$ cat config.mk
export PLATFORM = sky130hd
export DESIGN_NAME = mem_arbiter
export DESIGN_NICKNAME = d
export VERILOG_FILES = /design/src/rtl/mem_arb_pkg.sv /design/src/rtl/arb_timer.sv /design/src/rtl/mem_arbiter.sv
export SDC_FILE = /design/constraint.sdc
export NUM_CORES = 1
export LEC_CHECK = 0
export CORE_MARGIN = 3
export CORE_UTILIZATION = 44
export DETAILED_ROUTE_END_ITERATION = 7
export GPL_ROUTABILITY_DRIVEN = 0
export PLACE_DENSITY_LB_ADDON = 0.3
export SLEW_MARGIN = 20
export SYNTH_ARGS = -nofsm -noshare
export SYNTH_HDL_FRONTEND = slang
export SYNTH_SLANG_ARGS = --single-unit
export TNS_END_PERCENT = 10
$ cat constraint.sdc
create_clock -name clk -period 2.7 [get_ports clk]
set_input_delay 0.54 -clock clk [delete_from_list [all_inputs] [get_ports clk]]
set_output_delay 0.54 -clock clk [all_outputs]
set_load 0.005 [all_outputs]
$ cat src/rtl/mem_arb_pkg.sv
// Shared types and constants for the instruction/data memory arbiter.
package mem_arb_pkg;

  typedef enum logic [1:0] {
    IDLE  = 2'd0,
    D_ACC = 2'd1,
    I_ACC = 2'd2
  } arb_state_t;

  // Read data returned to the requester when an access is aborted by timeout.
  localparam logic [31:0] ARB_TIMEOUT_DATA = 32'hDEAD_BEEF;

  // Requester identifiers.
  localparam logic ARB_ID_I = 1'b0;
  localparam logic ARB_ID_D = 1'b1;

  // A requester may be granted only while it is not being acknowledged,
  // so a request the pipeline has not yet retired is never issued twice.
  function automatic logic isEligible(input logic req, input logic ack);
    return req & ~ack;
  endfunction

endpackage

$ cat src/rtl/arb_timer.sv
// Clearable, enabled up-counter with terminal-count flag for access timeouts.
// A TIMEOUT of zero disables the terminal count entirely.
module arb_timer #(
  parameter int TIMEOUT = 255
) (
  input  logic clk,
  input  logic rst,
  input  logic clr,
  input  logic en,
  output logic tc
);

  localparam int CW = (TIMEOUT > 0) ? $clog2(TIMEOUT + 1) : 1;

  logic [CW-1:0] countR;

  // Count cycles spent in an access; cleared whenever the arbiter is idle.
  always_ff @(posedge clk) begin
    if (!rst) begin
      countR <= {CW{1'b0}};
    end else if (clr) begin
      countR <= {CW{1'b0}};
    end else if (en) begin
      countR <= countR + CW'(1'b1);
    end else begin
      countR <= countR;
    end
  end

  // Terminal count once the configured number of wait cycles has elapsed.
  always_comb begin
    tc = 1'b0;
    if (TIMEOUT == 0) begin
      tc = 1'b0;
    end else begin
      tc = (countR == CW'(TIMEOUT));
    end
  end

endmodule

$ cat src/rtl/mem_arbiter.sv
// Single-port memory arbiter: data side has fixed priority over fetch, each
// grant is held until the memory acks or the timeout aborts the access.
module mem_arbiter
  import mem_arb_pkg::*;
#(
  parameter int AW      = 32,
  parameter int DW      = 32,
  parameter int TIMEOUT = 255
) (
  input  logic            clk,
  input  logic            rst,
  input  logic            i_req,
  input  logic [AW-1:0]   i_addr,
  output logic [DW-1:0]   i_rdata,
  output logic            i_ack,
  input  logic            d_req,
  input  logic [DW/8-1:0] d_we,
  input  logic [AW-1:0]   d_addr,
  input  logic [DW-1:0]   d_wdata,
  output logic [DW-1:0]   d_rdata,
  output logic            d_ack,
  output logic            stall,
  output logic            err,
  output logic            m_req,
  output logic [DW/8-1:0] m_we,
  output logic [AW-1:0]   m_addr,
  output logic [DW-1:0]   m_wdata,
  input  logic [DW-1:0]   m_rdata,
  input  logic            m_ack
);

  arb_state_t      stateR;
  logic            mReqR;
  logic [DW/8-1:0] mWeR;
  logic [AW-1:0]   mAddrR;
  logic [DW-1:0]   mWdataR;
  logic [DW-1:0]   iRdataR;
  logic [DW-1:0]   dRdataR;
  logic            iAckR;
  logic            dAckR;
  logic            errR;

  logic            tcS;
  logic            dEligS;
  logic            iEligS;
  logic            doneS;
  logic            ownerS;
  logic            loadDataS;
  logic [DW-1:0]   respDataS;

  arb_timer #(.TIMEOUT(TIMEOUT)) uTimer (
    .clk (clk),
    .rst (rst),
    .clr (stateR == IDLE),
    .en  (stateR != IDLE),
    .tc  (tcS)
  );

  // Eligibility and completion decode; m_ack takes precedence over timeout.
  always_comb begin
    dEligS    = isEligible(d_req, dAckR);
    iEligS    = isEligible(i_req, iAckR);
    doneS     = 1'b0;
    ownerS    = ARB_ID_I;
    respDataS = m_rdata;
    loadDataS = 1'b0;
    if (stateR == D_ACC || stateR == I_ACC) begin
      doneS  = m_ack | tcS;
      ownerS = (stateR == D_ACC) ? ARB_ID_D : ARB_ID_I;
    end else begin
      doneS  = 1'b0;
      ownerS = ARB_ID_I;
    end
    if (m_ack) begin
      respDataS = m_rdata;
      loadDataS = ~|mWeR;
    end else begin
      respDataS = DW'(ARB_TIMEOUT_DATA);
      loadDataS = 1'b1;
    end
  end

  // Arbitration FSM with registered memory request and response outputs.
  always_ff @(posedge clk) begin
    if (!rst) begin
      stateR  <= IDLE;
      mReqR   <= 1'b0;
      mWeR    <= {(DW/8){1'b0}};
      mAddrR  <= {AW{1'b0}};
      mWdataR <= {DW{1'b0}};
      iRdataR <= {DW{1'b0}};
      dRdataR <= {DW{1'b0}};
      iAckR   <= 1'b0;
      dAckR   <= 1'b0;
      errR    <= 1'b0;
    end else begin
      iAckR <= 1'b0;
      dAckR <= 1'b0;
      errR  <= 1'b0;
      case (stateR)
        IDLE: begin
          if (dEligS) begin
            stateR  <= D_ACC;
            mReqR   <= 1'b1;
            mWeR    <= d_we;
            mAddrR  <= d_addr;
            mWdataR <= d_wdata;
          end else if (iEligS) begin
            stateR  <= I_ACC;
            mReqR   <= 1'b1;
            mWeR    <= {(DW/8){1'b0}};
            mAddrR  <= i_addr;
            mWdataR <= {DW{1'b0}};
          end else begin
            stateR <= IDLE;
          end
        end
        D_ACC, I_ACC: begin
          if (doneS) begin
            stateR <= IDLE;
            mReqR  <= 1'b0;
            errR   <= ~m_ack;
            if (ownerS == ARB_ID_D) begin
              dAckR <= 1'b1;
              if (loadDataS) begin
                dRdataR <= respDataS;
              end else begin
                dRdataR <= dRdataR;
              end
            end else begin
              iAckR   <= 1'b1;
              iRdataR <= respDataS;
            end
          end else begin
            stateR <= stateR;
          end
        end
        default: begin
          stateR <= IDLE;
          mReqR  <= 1'b0;
        end
      endcase
    end
  end

  assign m_req   = mReqR;
  assign m_we    = mWeR;
  assign m_addr  = mAddrR;
  assign m_wdata = mWdataR;
  assign i_rdata = iRdataR;
  assign d_rdata = dRdataR;
  assign i_ack   = iAckR;
  assign d_ack   = dAckR;
  assign err     = errR;

  // Pipeline freeze while either side has an access that is not completing.
  assign stall = (i_req & ~iAckR) | (d_req & ~dAckR);

endmodule
==> results.toml <==
[outcome]
status = "finished, final reports clean"

[routing]
via_per_inst = 5.301
drt_pass1_iterations = 5
drt_iter0_drc = 497
num_vias = 5121
wl_per_cell_um = 18.19
finalWirelength_um = 17570
antenna_left = 0
route.detailed.drc = 0

[floorplan]
die_h_um = 118.7
rows = 40
die_w_um = 118.7
pin_count = 274
core_mm2 = 0.01221
initial_utilization_pct = 45.77
fp.dieArea_mm2 = 0.01409

[final_layout]
nFillCells = 862
nets = 926
syn_to_final_growth_pct = 61.54
ff_latch_area_mm2 = 0.002923
layout-drive-gt1-share_pct = 10.28
final_common_cell = "clkdlybuf4s50_1"
diodes = 0
multiInputGateArea_mm2 = 0.002415
final_cell_mix = "clkdlybuf4s50_1 (272), dfxtp_1 (146), nor2_1 (78)"

[grt]
antenna_found_initial = 0
grt_pass1_wl_um = 27750
first_global_vias = 5123
grt_max_degree = 65
grt.overflow.total = 0
grtUsageTotal_pct = 24.65

[critical_path]
cp_max_fo = 2
crit_end = "stall"
worst_setup_path_end_kind = "primary output"
critPathArrivalTime_ns = 1.94
r2r_end = "i_rdata[30]"
crit_required_ns = 2.16
rrSetupSlack_ns = 0.59
worstSetupPathType = "in -> out"
r2r_start = "stateR[0]"
setup.worst_path.start = "i_req"
reg2reg_depth = 5
setup.worst_path.start_class = "primary input"

[timing]
fin_crit_ns = 2.481
worstMarginPinSlew_ns = 0.6443
rsz0062_at_grt = "no"
slew_headroom_pct = 56.94
tns_ns = 0
fmax_mhz = 403.0
skew_ns = 0.01014
finalSetupViolCount = 0
drv_slew = 0
finalHoldViolations = 0
setup_ws_ns = 0.2185
period_share_pct = 91.91

[clock_network]
cts-root-buf = "clkbuf_16"
cts_buffers = 17
cts_resized = 0
clk_pin_slew_ns = 0.05
clockBufferDepth = 2
h-tree-depth = 4
holdBufCountCts = 0
post_cts.repair.setup_buffers = 0
cts_tree = "built"
clock_sinks = 146
insertion_delay_ns = 0.41

[logic_synthesis]
syn-instance-count = 530
ys_ff_latch = 146
ys_warn_count = 0
avgSynthCellArea_um2 = 10.55
post_synth_num_cell_types = 42
synth_edf_count = 0
synth_fp_nets = 670
synthArstFlopShare_pct = 0
synthFlopType = "dfxtp_1"
syn_area_mm2 = 0.005589
ys_seq_area_share_pct = 52.29

[power]
ir_drop_uv = 438.0
powerDensity_mw_per_mm2 = 653.1
leakage_nw = 3.432

[place]
pre_cts_slack_ns = 0.1215
port_buffers = 273
hpwl_um = 12440

[hold_path]
hp-class = "reg -> reg"

[run]
drv_cap = 0
==> worst min-delay path by stage <==
stage	to	cells after the start	startpoint
5_1_grt	uTimer.countR[0]	1	uTimer.countR[0]
6_report	uTimer.countR[0]	1	uTimer.countR[0]
3_3_place_gp	uTimer.countR[0]	1	uTimer.countR[0]
3_5_place_dp	uTimer.countR[0]	1	uTimer.countR[0]
2_1_floorplan	uTimer.countR[0]	1	uTimer.countR[0]
4_1_cts	uTimer.countR[0]	1	uTimer.countR[0]
==> flip-flops by register name, summed over array words and instances (netlist names) <==
signal         flops
d_ack              1
d_rdata           32
err                1
i_ack              1
i_rdata           32
m_addr            32
m_req              1
m_wdata           32
m_we               4
stateR             2
uTimer.countR      8
==> cell type report <==
class                      instances  area share (%)
timing repair buffer             284           31.40
tap                              168           2.328
sequential                       146           32.37
inverter                           5          0.2079
clock inverter                    10           1.732
clock buffer                      21           5.211
multi-input combinational        332           26.75
==> worst max-delay path: stages <==
cell and delay [ns]:
clkdlybuf4s50_1 0.47, nor2b_1 0.21, or2_2 0.18, clkdlybuf4s50_1 0.55
==> stage by stage <==
step                      instance area [um2]  hold WS, ns  cells  utilization [%]  total power [W]
after floorplan                          5589       0.4130    530                -         0.002874
after global placement                   8402       0.4215    935            68.80         0.003444
after detailed placement                 8402       0.4310    935            68.80         0.003470
after CTS                                9029       0.4391    966            73.93         0.005936
after global routing                     9029       0.4723    966            73.93         0.006107
final                                    9029       0.4411    966            73.93         0.005896
==> routing by layer <==
layer,global-route usage [%],up-vias,wire length (um)
met5,0,-,0
met4,7.024,0,203
met3,10.05,12,1566
met2,40.75,207,8723
met1,29.54,2428,7075
li1,-,2474,-
==> cell families (layout without fill, tap and decap cells) <==
family	after synthesis	count (layout)	share of synthesized area, %
compound gates	149	149	22.90
flops	146	146	52.29
simple gates	142	142	12.81
buf+inv	52	320	4.656
mux	32	32	5.731
xor+xnor	6	6	0.9402
fa+ha+maj	3	3	0.6717
==> synth_stat cells, types with 2 or more instances <==
cell / number / area, um2
dfxtp_1: 146 / 2923
nor2_1: 78 / 292.8
a22oi_1: 36 / 270.3
a211oi_1: 32 / 240.2
mux2i_1: 32 / 320.3
o221a_2: 28 / 315.3
nand2b_1: 26 / 162.7
o221a_1: 20 / 225.2
buf_2: 19 / 95.09
clkbuf_1: 18 / 67.56
nand2_1: 11 / 41.29
a21oi_1: 9 / 45.04
a22o_1: 8 / 70.07
o21ai_0: 8 / 40.04
buf_4: 7 / 52.55
nand3_1: 5 / 25.02
and3_1: 4 / 25.02
inv_1: 4 / 15.01
nor2b_1: 4 / 25.02
nor3_1: 4 / 20.02
xnor2_1: 4 / 35.03
ha_1: 3 / 37.54
buf_6: 2 / 22.52
o21a_1: 2 / 15.01
o31ai_1: 2 / 15.01
xor2_1: 2 / 17.52
==> power breakdown <==
group	switching [W]	internal (W)	leakage [nW]
logic	0.000434	0.000605	1.93
registers	0.0000867	0.00231	1.19
clock network	0.000854	0.00161	0.309
total	0.00137	0.00452	3.43
No activity file was read; power rests on OpenSTA's default activity.
